===== src/rtl/lut_port_arbiter_if.sv =====
// Request/response, coefficient-write and memory-port bundle for lut_port_arbiter.
// slave = arbiter side, master = requesters, write source and memory side.
interface lut_port_arbiter_if #(
  parameter int unsigned NUM_REQ    = 4,
  parameter int unsigned DATA_WIDTH = 32,
  parameter int unsigned ADDR_WIDTH = 12
);
  logic [NUM_REQ-1:0]            req_valid;
  logic [NUM_REQ*ADDR_WIDTH-1:0] req_addr;
  logic [NUM_REQ-1:0]            req_ready;
  logic [NUM_REQ-1:0]            rsp_valid;
  logic [DATA_WIDTH-1:0]         rsp_data;
  logic                          rsp_err;
  logic                          wr_valid;
  logic [ADDR_WIDTH-1:0]         wr_addr;
  logic [DATA_WIDTH-1:0]         wr_data;
  logic                          wr_ready;
  logic                          wr_err;
  logic [ADDR_WIDTH-1:0]         lut_address;
  logic [DATA_WIDTH-1:0]         lut_data;
  logic                          lut_rden;
  logic                          lut_wren;
  logic [DATA_WIDTH-1:0]         lut_q;
  logic                          busy;

  modport slave (
    input  req_valid, req_addr, wr_valid, wr_addr, wr_data, lut_q,
    output req_ready, rsp_valid, rsp_data, rsp_err, wr_ready, wr_err,
           lut_address, lut_data, lut_rden, lut_wren, busy
  );

  modport master (
    output req_valid, req_addr, wr_valid, wr_addr, wr_data, lut_q,
    input  req_ready, rsp_valid, rsp_data, rsp_err, wr_ready, wr_err,
           lut_address, lut_data, lut_rden, lut_wren, busy
  );
endinterface


===== src/rtl/lut_port_arbiter.sv =====
// Shares one single-port coefficient LUT between NUM_REQ round-robin readers and a
// write stream; tracks in-flight reads through the memory latency and routes data back.
module lut_port_arbiter #(
  parameter int unsigned NUM_REQ    = 4,
  parameter int unsigned DATA_WIDTH = 32,
  parameter int unsigned ADDR_WIDTH = 12,
  parameter int unsigned DEPTH      = 3584,
  parameter int unsigned RD_LATENCY = 2,
  parameter int unsigned WR_MAX     = 8
) (
  input  logic               clock,
  input  logic               reset_n,
  lut_port_arbiter_if.slave  bus
);

  localparam int unsigned ID_W  = (NUM_REQ > 1) ? $clog2(NUM_REQ) : 1;
  localparam int unsigned RUN_W = $clog2(WR_MAX + 1);
  localparam int unsigned TAG_D = RD_LATENCY + 1;
  localparam int unsigned AW1   = ADDR_WIDTH + 1;
  localparam logic [ADDR_WIDTH:0] DEPTH_LIM = AW1'(DEPTH);

  logic [ID_W-1:0]       r_last_gnt;
  logic [RUN_W-1:0]      r_wr_run;
  logic [TAG_D-1:0]      r_tag_v;
  logic [TAG_D-1:0]      r_tag_err;
  logic [ID_W-1:0]       r_tag_id [TAG_D];

  logic                  w_rd_pending;
  logic                  w_rd_found;
  logic                  w_wr_gnt;
  logic                  w_rd_gnt;
  logic                  w_rd_inr;
  logic                  w_wr_inr;
  logic [ID_W-1:0]       w_rd_idx;
  logic [ID_W-1:0]       w_cand;
  logic [ADDR_WIDTH-1:0] w_rd_addr;

  // Round-robin search starting one past the last accepted requester.
  always_comb begin
    w_rd_found = 1'b0;
    w_rd_idx   = '0;
    w_cand     = '0;
    for (int unsigned k = 1; k <= NUM_REQ; k++) begin
      w_cand = ID_W'((32'(r_last_gnt) + k) % NUM_REQ);
      if (!w_rd_found && bus.req_valid[w_cand]) begin
        w_rd_found = 1'b1;
        w_rd_idx   = w_cand;
      end
    end
  end

  assign w_rd_addr    = bus.req_addr[32'(w_rd_idx)*ADDR_WIDTH +: ADDR_WIDTH];
  assign w_rd_pending = |bus.req_valid;
  assign w_rd_inr     = {1'b0, w_rd_addr} < DEPTH_LIM;
  assign w_wr_inr     = {1'b0, bus.wr_addr} < DEPTH_LIM;

  // Writes win unless they have already held the port for WR_MAX cycles over a waiting read.
  assign w_wr_gnt = reset_n & bus.wr_valid &
                    ((r_wr_run < RUN_W'(WR_MAX)) | ~w_rd_pending);
  assign w_rd_gnt = reset_n & ~w_wr_gnt & w_rd_found;

  assign bus.wr_ready = w_wr_gnt;
  assign bus.busy     = |r_tag_v;

  always_comb begin
    bus.req_ready = '0;
    if (w_rd_gnt) bus.req_ready[w_rd_idx] = 1'b1;
  end

  always_ff @(posedge clock or negedge reset_n) begin
    if (!reset_n) begin
      r_last_gnt <= ID_W'(NUM_REQ - 1);
      r_wr_run   <= '0;
    end else begin
      if (w_rd_gnt) r_last_gnt <= w_rd_idx;
      if (w_wr_gnt && w_rd_pending) r_wr_run <= r_wr_run + RUN_W'(1);
      else                          r_wr_run <= '0;
    end
  end

  // Memory port: at most one enable per cycle; address/data hold when idle.
  always_ff @(posedge clock or negedge reset_n) begin
    if (!reset_n) begin
      bus.lut_address <= '0;
      bus.lut_data    <= '0;
      bus.lut_rden    <= 1'b0;
      bus.lut_wren    <= 1'b0;
      bus.wr_err      <= 1'b0;
    end else begin
      bus.lut_rden <= 1'b0;
      bus.lut_wren <= 1'b0;
      bus.wr_err   <= 1'b0;
      if (w_wr_gnt) begin
        if (w_wr_inr) begin
          bus.lut_address <= bus.wr_addr;
          bus.lut_data    <= bus.wr_data;
          bus.lut_wren    <= 1'b1;
        end else begin
          bus.wr_err <= 1'b1;
        end
      end else if (w_rd_gnt && w_rd_inr) begin
        bus.lut_address <= w_rd_addr;
        bus.lut_rden    <= 1'b1;
      end
    end
  end

  // Tag pipeline aligned so its last stage coincides with valid lut_q.
  always_ff @(posedge clock or negedge reset_n) begin
    if (!reset_n) begin
      r_tag_v   <= '0;
      r_tag_err <= '0;
      for (int unsigned i = 0; i < TAG_D; i++) r_tag_id[i] <= '0;
    end else begin
      r_tag_v     <= {r_tag_v[TAG_D-2:0], w_rd_gnt};
      r_tag_err   <= {r_tag_err[TAG_D-2:0], ~w_rd_inr};
      r_tag_id[0] <= w_rd_idx;
      for (int unsigned i = 1; i < TAG_D; i++) r_tag_id[i] <= r_tag_id[i-1];
    end
  end

  always_ff @(posedge clock or negedge reset_n) begin
    if (!reset_n) begin
      bus.rsp_valid <= '0;
      bus.rsp_err   <= 1'b0;
      bus.rsp_data  <= '0;
    end else begin
      bus.rsp_valid <= '0;
      if (r_tag_v[TAG_D-1]) bus.rsp_valid[r_tag_id[TAG_D-1]] <= 1'b1;
      bus.rsp_err  <= r_tag_v[TAG_D-1] & r_tag_err[TAG_D-1];
      bus.rsp_data <= (r_tag_v[TAG_D-1] && !r_tag_err[TAG_D-1]) ? bus.lut_q : '0;
    end
  end

endmodule


===== src/flat_wrapper.sv =====
// flat-port wrapper written by rule: the top's interface ports become plain ports
module lut_port_arbiter_flat 
#(
  parameter int unsigned NUM_REQ    = 4,
  parameter int unsigned DATA_WIDTH = 32,
  parameter int unsigned ADDR_WIDTH = 12,
  parameter int unsigned DEPTH      = 3584,
  parameter int unsigned RD_LATENCY = 2,
  parameter int unsigned WR_MAX     = 8
)
  (clock, reset_n, bus_req_valid, bus_req_addr, bus_wr_valid, bus_wr_addr, bus_wr_data, bus_lut_q, bus_req_ready, bus_rsp_valid, bus_rsp_data, bus_rsp_err, bus_wr_ready, bus_wr_err, bus_lut_address, bus_lut_data, bus_lut_rden, bus_lut_wren, bus_busy);
  lut_port_arbiter_if #(.NUM_REQ(NUM_REQ), .DATA_WIDTH(DATA_WIDTH), .ADDR_WIDTH(ADDR_WIDTH)) bus_i ();
  input  logic clock;
  input  logic reset_n;
  input wire logic [$bits(bus_i.req_valid)-1:0] bus_req_valid;
  input wire logic [$bits(bus_i.req_addr)-1:0] bus_req_addr;
  input wire logic [$bits(bus_i.wr_valid)-1:0] bus_wr_valid;
  input wire logic [$bits(bus_i.wr_addr)-1:0] bus_wr_addr;
  input wire logic [$bits(bus_i.wr_data)-1:0] bus_wr_data;
  input wire logic [$bits(bus_i.lut_q)-1:0] bus_lut_q;
  output wire logic [$bits(bus_i.req_ready)-1:0] bus_req_ready;
  output wire logic [$bits(bus_i.rsp_valid)-1:0] bus_rsp_valid;
  output wire logic [$bits(bus_i.rsp_data)-1:0] bus_rsp_data;
  output wire logic [$bits(bus_i.rsp_err)-1:0] bus_rsp_err;
  output wire logic [$bits(bus_i.wr_ready)-1:0] bus_wr_ready;
  output wire logic [$bits(bus_i.wr_err)-1:0] bus_wr_err;
  output wire logic [$bits(bus_i.lut_address)-1:0] bus_lut_address;
  output wire logic [$bits(bus_i.lut_data)-1:0] bus_lut_data;
  output wire logic [$bits(bus_i.lut_rden)-1:0] bus_lut_rden;
  output wire logic [$bits(bus_i.lut_wren)-1:0] bus_lut_wren;
  output wire logic [$bits(bus_i.busy)-1:0] bus_busy;
  assign bus_i.req_valid = bus_req_valid;
  assign bus_i.req_addr = bus_req_addr;
  assign bus_i.wr_valid = bus_wr_valid;
  assign bus_i.wr_addr = bus_wr_addr;
  assign bus_i.wr_data = bus_wr_data;
  assign bus_i.lut_q = bus_lut_q;
  assign bus_req_ready = bus_i.req_ready;
  assign bus_rsp_valid = bus_i.rsp_valid;
  assign bus_rsp_data = bus_i.rsp_data;
  assign bus_rsp_err = bus_i.rsp_err;
  assign bus_wr_ready = bus_i.wr_ready;
  assign bus_wr_err = bus_i.wr_err;
  assign bus_lut_address = bus_i.lut_address;
  assign bus_lut_data = bus_i.lut_data;
  assign bus_lut_rden = bus_i.lut_rden;
  assign bus_lut_wren = bus_i.lut_wren;
  assign bus_busy = bus_i.busy;
  lut_port_arbiter #(.NUM_REQ(NUM_REQ), .DATA_WIDTH(DATA_WIDTH), .ADDR_WIDTH(ADDR_WIDTH), .DEPTH(DEPTH), .RD_LATENCY(RD_LATENCY), .WR_MAX(WR_MAX)) u_core (.clock(clock), .reset_n(reset_n), .bus(bus_i));
endmodule

===== config.mk =====
export PLATFORM = sky130hd
export DESIGN_NAME = lut_port_arbiter_flat
export DESIGN_NICKNAME = d
export VERILOG_FILES = /design/src/rtl/lut_port_arbiter_if.sv /design/src/rtl/lut_port_arbiter.sv /design/src/flat_wrapper.sv
export SDC_FILE = /design/constraint.sdc
export NUM_CORES = 1
export LEC_CHECK = 0
export CAP_MARGIN = 20
export CELL_PAD_IN_SITES_DETAIL_PLACEMENT = 0
export CELL_PAD_IN_SITES_GLOBAL_PLACEMENT = 1
export CORE_MARGIN = 4
export CORE_UTILIZATION = 28
export CTS_BUF_LIST = sky130_fd_sc_hd__clkbuf_4 sky130_fd_sc_hd__clkbuf_8 sky130_fd_sc_hd__clkbuf_16
export CTS_CLUSTER_DIAMETER = 100
export DETAILED_ROUTE_END_ITERATION = 16
export PLACE_DENSITY_LB_ADDON = 0.1
export SETUP_SLACK_MARGIN = 0.15
export SYNTH_ARGS = -nofsm -noshare
export SYNTH_HDL_FRONTEND = slang
export SYNTH_SLANG_ARGS = --single-unit

===== constraint.sdc =====
create_clock -name clock -period 3.1 [get_ports clock]
set_input_delay 0.62 -clock clock [delete_from_list [all_inputs] [get_ports clock]]
set_output_delay 0.62 -clock clock [all_outputs]
set_load 0.02 [all_outputs]

; Yosys cells after proc, flatten, opt, wreduce, memory -nomap -nowiden
; Index checks and enable logic that the tools add are counted.
[totals]
memories = 0
input_bits = 131
out_inout_bits = 90
ff_bits = 102
latch_bits = 0
rom_bits = 0
mem_bits_rw = 0
wordCells = 93
[op_classes]
n_bitwise = 9
n_mux = 33
shifts = 1
div = 0
n_addsub = 5
eq_ne = 1
n_reduce_logical = 17
order_cmp = 11
multipliers = 1
[op_table]
columns = operator, count
row1 = $shiftx A48 B7 Y12, 1
row2 = $mux W12, 3
row3 = $mux W32, 1
row4 = $lt A12 B12 Y1 const B, 2
row5 = $lt A2 B3 Y1 const B, 6
row6 = $mux W1, 16
row7 = $mux W4, 3
row8 = $bmux W1 S2, 4
row9 = $logic_and A1 B1 Y1, 8
row10 = $mux W2, 4
row11 = $and A1 B1 Y1, 5
row12 = $add A2 B1 Y2 const B, 2
row13 = $add A2 B2 Y2 const B, 2
row14 = $add A4 B1 Y4 const B, 1
row15 = $demux W1 S2, 2
row16 = $ge A2 B1 Y1 const B, 2
row17 = $logic_not A1 Y1, 4
row18 = $lt A4 B4 Y1 const B, 1
row19 = $mul A2 B2 Y4 const B, 1
row20 = $reduce_and A2 Y1, 2
row21 = $reduce_or A4 Y1, 1
row22 = $not A1 Y1, 3
row23 = $reduce_or A3 Y1, 1
row24 = $ne A2 B2 Y1 const B, 1
row25 = 2 further kinds, 2

; Depth between registers and ports, before layout
; Gate-level depths: netlist of the first run.
[depth]
ltp_word = 19
ltp_mapped = 10
ltp_nobuf = 8

; Worst setup path after synthesis of the first run
; OpenSTA, ideal clock, no wires.
[synth_timing]
path_type = input port to output port
start = input bus_req_valid[1]
end = output bus_req_ready[2]
arrival_ns = 2.085
path_slack_ns = 0.395
t_required_ns = 2.480
stages = 7
cell_sequence = or2_1 -> a311o_1 -> buf_2 -> inv_2 -> clkbuf_1 -> nand2_1 -> nor2_1
[synth_via]
elab_chain_len = 17
[synth_lines]
columns = element, line
row1 = from (decl), flat_wrapper.sv:15  ; input wire logic [$bits(bus_i.req_valid)-1:0] bus_req_valid;
row2 = $bmux W1 S2, lut_port_arbiter.sv:45  ; if (!w_rd_found && bus.req_valid[w_cand]) begin
row3 = $mux W1 (not written as such), lut_port_arbiter.sv:45
row4 = $mux W1, lut_port_arbiter.sv:45
row5 = $logic_not A1 Y1, lut_port_arbiter.sv:45
row6 = $logic_and A1 B1 Y1, lut_port_arbiter.sv:45
row7 = $mux W1, lut_port_arbiter.sv:45
row8 = $logic_not A1 Y1, lut_port_arbiter.sv:45
row9 = $logic_and A1 B1 Y1, lut_port_arbiter.sv:45
row10 = [2 not listed], --
row11 = $logic_and A1 B1 Y1, lut_port_arbiter.sv:45
row12 = $mux W2 *, lut_port_arbiter.sv:45
row13 = net u_core.w_rd_idx[1], lut_port_arbiter.sv:34  ; logic [ID_W-1:0] w_rd_idx;
row14 = $lt A2 B3 Y1 (not written as such) or $ge A2 B1 Y1 (tied branches), lut_port_arbiter.sv:67  ; if (w_rd_gnt) bus.req_ready[w_rd_idx] = 1'b1;
row15 = $logic_and A1 B1 Y1 (not written as such), lut_port_arbiter.sv:67
row16 = $mux W1 (not written as such), lut_port_arbiter.sv:67
row17 = $demux W1 S2 *, --
row18 = $mux W4 *, lut_port_arbiter.sv:67
row19 = to (decl), flat_wrapper.sv:21  ; output wire logic [$bits(bus_i.req_ready)-1:0] bus_req_ready;
; The timed path passes the listed nets; every way through them passes the cells marked *. The select of a mux whose other input is x is not followed.

; Worst setup path in the final report of the first run
[layout_timing]
start = input bus_req_valid[0]
end = output bus_req_ready[0]
[layout_lines]
columns = element, line
row1 = $bmux W1 S2, lut_port_arbiter.sv:45
row2 = $mux W1 (not written as such), lut_port_arbiter.sv:45
row3 = $mux W1, lut_port_arbiter.sv:45
row4 = $logic_not A1 Y1, lut_port_arbiter.sv:45
row5 = $logic_and A1 B1 Y1, lut_port_arbiter.sv:45
row6 = $mux W1, lut_port_arbiter.sv:45
row7 = $logic_not A1 Y1, lut_port_arbiter.sv:45
row8 = $logic_and A1 B1 Y1, lut_port_arbiter.sv:45
row9 = $mux W1, lut_port_arbiter.sv:45
row10 = $logic_not A1 Y1, lut_port_arbiter.sv:45
row11 = $logic_and A1 B1 Y1, lut_port_arbiter.sv:45
row12 = $mux W1, lut_port_arbiter.sv:45
row13 = $and A1 B1 Y1 *, lut_port_arbiter.sv:60  ; assign w_rd_gnt = reset_n & ~w_wr_gnt & w_rd_found;
row14 = net u_core.w_rd_gnt, lut_port_arbiter.sv:31  ; logic w_rd_gnt;
row15 = $mux W4 *, lut_port_arbiter.sv:67
; Marked as above.

==> impl_metrics.tcl, run 1 <==
set metrics [dict create \
    status "complete, no violations" \
    cts_setup_buffers 0 \
    ys_ff_latch 102 \
    cts_sinks 102 \
    setup_viol 0 \
    fp.dieW_um 131 \
    period_needed_ns 2.83 \
    final_max_slew_viol_count 0 \
    syn_to_final_growth_pct 67.3 \
    placed_area_mm2 0.00676 \
    first_iter_violations 164 \
    slowest_delay_ns 0.41 \
    post_drt_wl_per_cell_um 14.8 \
    clock_path_buffers 2 \
    relSlewSlack_pct 41.0 \
    grt_usage_pct 15.2 \
    startpoint_type "input port" \
    routed_wl_um 12700 \
    p_clk_share_pct 27.7 \
    clkTransAtPathRegs_ns 0.07 \
    dieHeight_um 131 \
    synthTopCellsByArea "dfrtp_1 59%, nand2_1 16%, and2_1 4.9%, mux2_4 3.9%, a21oi_1 2.6%" \
    worstSetupPathType "in -> out" \
    initial_utilization_pct 28.8 \
    p_total_mw 4.05 \
    p_int_mw 2.84 \
    cp_max_fo 3 \
    critPathSlowestCell "clkdlybuf4s50_1" \
    peakVddDrop_mv 0.253 \
    maxCapViolCount 0 \
    antenna_left 0 \
    grtUsageMet3_pct 4.59 \
    cts_hold_buf 0 \
    syn_area_mm2 0.00422 \
    fillers 1344 \
    use_met2_pct 24.3 \
    core_mm2 0.0146 \
    gp_congestion 0.845 \
    async_reset_ff_share_pct 100 \
    finalCritPeriodShare_pct 91.3 \
    grt_pass1_wl_um 20300 \
    critPathBufInv 3 \
    cts_buffers 9 \
    fmax_ghz 0.353 \
    path_cells "clkdlybuf4s50_1, or2_1, or3_4, nand3_1, inv_1, nand2_1, nor2_1, clkdlybuf4s15_2" \
    drive_gt1_share_pct 10.8 \
    finClkSkew_ns 0.00726 \
    synth_edf_count 0 \
    dr.pass1.iters 4 \
    min_path_type "in -> async" \
    dieArea_mm2 0.0171 \
    swShare_pct 29.8 \
    final_common_cell "clkdlybuf4s50_1" \
    p_sw_mw 1.21 \
    rsz0062_at_grt "no" \
    overflow 0 \
    p_leak_nw 3.33 \
    grt.met1_usage_pct 19.7 \
    yosysSeqAreaShare_pct 60.5 \
    avgSynthCellArea_um2 9.77 \
    syn_nets 564 \
    comb_power_share_pct 32.1 \
    final_cell_mix "213 x clkdlybuf4s50_1, 177 x nand2_1, 100 x dfrtp_1" \
    synth.distinct_cells 36 \
    io_buffer_count 220 \
    yosys.area.top_type "dfrtp_1" \
    endpoint_kind "primary output" \
    synthCells 432 \
    drc 0 \
    root_buffer "clkbuf_16" \
    fin_area_mm2 0.00706 \
    cp.arrival_ns 2.21 \
    cts_htree_levels 3 \
    critPathTopFamily "simple AND/OR/NAND/NOR gates" \
    viasPerCell 4.32 \
    grt_pass1_vias 3956 \
    pwr-share-seq_pct 40.2 \
    hold_viol 0 \
    final_nets 801 \
    worstPathRequired_ns 2.48 \
    cts_tree "done" \
    synth_ff_type "dfrtp_1" \
    grt_max_degree 71 \
    antenna_found_initial 0 \
    yosys.area.top_type_share_pct 59.3 \
    rows 44 \
    num_vias 3708 \
    diodes 0 \
    tightest_slew_ns 0.885 \
    num_io_pins 221 \
    ys_warn_count 0 \
    top_usage_layer "met2" \
    dp.final_hpwl_um 9920 \
    power_density_mw_per_mm2 574 \
    clk_latency_ns 0.34 \
]
==> registers in the layout, summed over array words and instances (netlist names) <==
name and flops:
u_core.bus.rsp_err 1, u_core.bus.wr_err 1, u_core.r_last_gnt 2, u_core.bus.rsp_valid 4, u_core.bus.lut_wren 1, u_core.bus.lut_data 32
u_core.bus.rsp_data 32, u_core.r_tag_id 6, u_core.bus.lut_rden 1, u_core.bus.lut_address 12, u_core.r_tag_v 3, u_core.r_tag_err 3
u_core.r_wr_run 4
==> stage by stage <==
stage / hold slack, ns / instances / setup TNS [ns] / setup slack (ns) / utilization, %
after global placement: 0.336 / 842 / -1.13 / -0.132 / 46.2
after CTS: 0.235 / 858 / 0 / 0.106 / 48.3
after floorplan: 0.324 / 432 / 0 / 0.395 / -
final: 0.251 / 858 / 0 / 0.271 / 48.2
after global routing: 0.235 / 858 / 0 / 0.151 / 48.2
after detailed placement: 0.335 / 842 / -1.67 / -0.154 / 46.2
==> power groups by stage <==
stage	combinational [mW]	sequential (mW)	clock [mW]
after global routing	1.42	1.65	1.23
after CTS	1.32	1.63	1.17
final	1.30	1.63	1.12
after detailed placement	1.32	1.65	0
after floorplan	0.431	1.83	0
after global placement	1.32	1.65	0
==> layer usage <==
layer	part of all wire, %	up-vias
li1	-	1848
met1	43	1681
met2	47	168
met3	8.7	11
met4	1.5	0
met5	0	-
==> cell type report <==
cell class / instances / area [um^2] / share of cell area, %
Sequential cell: 102 / 2550 / 36.2
Timing Repair Buffer: 246 / 2390 / 33.9
Clock inverter: 5 / 60.1 / 0.850
Clock buffer: 11 / 240 / 3.40
Multi-Input combinational cell: 303 / 1560 / 22.0
Tap cell: 184 / 230 / 3.26
Inverter: 7 / 28.8 / 0.407
==> repair_timing <==
action / 4_1_cts / 5_1_grt
pin swaps: 0 / 1
resized for setup: 12 / 8
setup endpoints to repair: 5 / 10
endpoints found under the hold margin: 0 / 0
==> kinds of logic (layout without fill, tap and decap cells) <==
kind of cell	after synthesis	in the layout	synth area share (%)
buffers and inverters	27	269	2.93
adder cells (fa/ha/maj)	1	1	0.296
XOR/XNOR	1	1	0.208
AO/OA/AOI/OAI	42	42	5.87
AND/OR/NAND/NOR	244	244	25.3
multiplexers	15	15	4.92
flip-flops	102	102	60.5
==> cells in the mapped netlist (2+ instances only) <==
master / number
a21oi_1: 22
and2_1: 33
and3_1: 4
buf_2: 4
buf_6: 2
clkbuf_1: 14
dfrtp_1: 100
dfstp_2: 2
inv_1: 3
inv_2: 3
mux2_2: 2
mux2_4: 11
mux2i_1: 2
nand2_1: 178
nand2b_1: 2
nand3_1: 3
nand4_1: 2
nor2_1: 10
nor2b_1: 3
nor3b_1: 3
o211ai_1: 2
o21ai_0: 12
or3_1: 2
==> final timing paths <==
kind,start,to,slack (ns),depth (start not counted)
max in group asynchronous,reset_n,u_core.r_tag_id[3],1.53,3
min in group clock,u_core.r_tag_id[3],u_core.r_tag_id[1],0.35,0
worst max-delay path,bus_req_valid[0],bus_req_ready[0],0.27,8
worst min-delay path,reset_n,u_core.r_last_gnt[0],0.25,1
worst max register to register,u_core.r_last_gnt[1],u_core.bus.lut_address[9],0.58,9
worst min register to register,u_core.r_tag_id[3],u_core.r_tag_id[1],0.35,0
==> worst reg2reg max path, delay by kind of cell, from the launching register on <==
kind	cells	cell delay [ns]
compound gates	2	0.58
buf+inv	2	0.38
flops	1	0.59
mux	3	0.72
simple gates	2	0.13
Power figures use the tool's default switching activity.
==> run 2: changes to the inputs <==
- CELL_PAD_IN_SITES_DETAIL_PLACEMENT: 0 -> unset
- CELL_PAD_IN_SITES_GLOBAL_PLACEMENT: 1 -> unset
- CORE_UTILIZATION: 28 -> 40
- PLACE_DENSITY: unset -> 0.81
- PLACE_DENSITY_LB_ADDON: 0.1 -> unset
- SETUP_SLACK_MARGIN: 0.15 -> 0.2
==> impl_metrics.tcl, run 2 (synthesis results as in run 1) <==
set metrics [dict create \
    num_vias 3833 \
    clock_path_buffers 2 \
    grt_pass1_wl_um 20800 \
    peakVddDrop_mv 0.331 \
    rsz0062_at_grt "no" \
    cts_htree_levels 3 \
    root_buffer "clkbuf_8" \
    cp_max_fo 10 \
    final_common_cell "clkdlybuf4s50_1" \
    status "complete, no violations" \
    final_max_slew_viol_count 0 \
    p_leak_nw 3.26 \
    min_path_type "in -> async" \
    cts_sinks 102 \
    p_total_mw 3.78 \
    diodes 0 \
    finClkSkew_ns 0.0127 \
    r2r-start "u_core.r_last_gnt[1]" \
    finalWorstSetupSlack_ns 0.294 \
    finalCritPeriodShare_pct 90.5 \
    period_needed_ns 2.81 \
    fp.dieW_um 111 \
    relSlewSlack_pct 52.9 \
    power_density_mw_per_mm2 551 \
    cts_buffers 9 \
    dieHeight_um 111 \
    cp-startpoint "bus_req_valid[1]" \
    reg_top3 "u_core.bus.lut_data x32, u_core.bus.rsp_data x32, u_core.bus.lut_address x12" \
    cp.arrival_ns 3.05 \
    dieArea_mm2 0.0123 \
    tns_ns 0 \
    antenna_left 0 \
    fmax_ghz 0.356 \
    clkTransAtPathRegs_ns 0.09 \
    overflow 0 \
    endpoint_kind "flip-flop" \
    core_mm2 0.0103 \
    dr.pass1.iters 4 \
    post_drt_wl_per_cell_um 16.0 \
    first_iter_violations 169 \
    grt_pass1_vias 3989 \
    drc 0 \
    tightest_slew_ns 0.706 \
    clk_latency_ns 0.35 \
    cts_tree "done" \
    grt_max_degree 61 \
    dp.final_hpwl_um 10300 \
    path_cells "clkdlybuf4s50_1, or2_1, a311o_1, buf_4, mux2i_1, mux2_4, a31oi_4, nor2_4, buf_4, mux2_4" \
    rows 37 \
    critPathSlowestCell "clkdlybuf4s50_1" \
    gp_congestion 0.891 \
    syn_to_final_growth_pct 62.6 \
    grt_usage_pct 21.2 \
    maxCapViolCount 0 \
    worstSetupPathType "in -> reg" \
    final_cell_mix "214 x clkdlybuf4s50_1, 177 x nand2_1, 100 x dfrtp_1" \
    pre_cts_slack_ns -0.159 \
    drive_gt1_share_pct 10.6 \
    antenna_found_initial 0 \
    slowest_delay_ns 0.45 \
    io_buffer_count 220 \
    cts_hold_buf 0 \
    initial_utilization_pct 40.9 \
    startpoint_type "input port" \
    routed_wl_um 12900 \
    worstPathRequired_ns 3.34 \
    hold_viol 0 \
    setup_viol 0 \
    num_io_pins 221 \
    viasPerCell 4.75 \
    final_nets 798 \
]
-- run 2: repair_timing --
item | CTS | global route
gates cloned | 0 | 0
buffers inserted | 0 | 0
endpoints found under the setup margin | 5 | 5
pin swaps | 0 | 0
gates resized for setup | 18 | 5
-- run 2: worst paths after layout --
check	endpoint	slack, ns	cells past startpoint
setup / recovery	u_core.bus.lut_address[7]	0.29	10
hold / removal	u_core.r_wr_run[1]	0.07	1
setup reg to reg	u_core.bus.lut_address[7]	0.60	9
hold reg to reg	u_core.r_tag_err[2]	0.36	0
max in group asynchronous	u_core.bus.lut_data[11]	1.61	3
min in group clock	u_core.r_tag_err[2]	0.36	0
-- run 2: cell type report --
class	count	area, um^2
Multi-Input combinational cell	303	1560
Clock inverter	3	42.5
Timing Repair Buffer	243	2350
Sequential cell	102	2550
Clock buffer	13	166
Fill cell	826	3460
Tap cell	136	170
Inverter	7	28.8
-- run 2: power by group --
part	switching [mW]	internal (mW)	total, mW
Clock	0.420	0.435	0.855
Combinational	0.637	0.659	1.30
Sequential	0.107	1.52	1.63
Total	1.16	2.62	3.78
-- run 2: through the flow --
stage               hold slack (ns)  cell area, um^2  utilization [%]  instances
global placement              0.334             6670             64.6        791
global route                 0.0373             6870             66.5        807
floorplan                     0.324             4220                -        432
CTS                          0.0430             6860             66.5        807
detailed placement            0.337             6670             64.6        791
finish                       0.0699             6870             66.5        807
-- run 2: per-layer routing --
layer	vias to the layer above	track usage, %	share of wire, %
met5	-	0	0
met4	0	6.57	2.0
met3	20	6.55	7.5
met2	181	36.9	50
met1	1797	25.1	41
li1	1835	-	-
-- run 2: critical path: cells and delay by family --
kind            cells  cell delay, ns
compound gates      2            0.58
buf+inv             3            0.81
mux                 3            0.71
simple gates        2            0.31
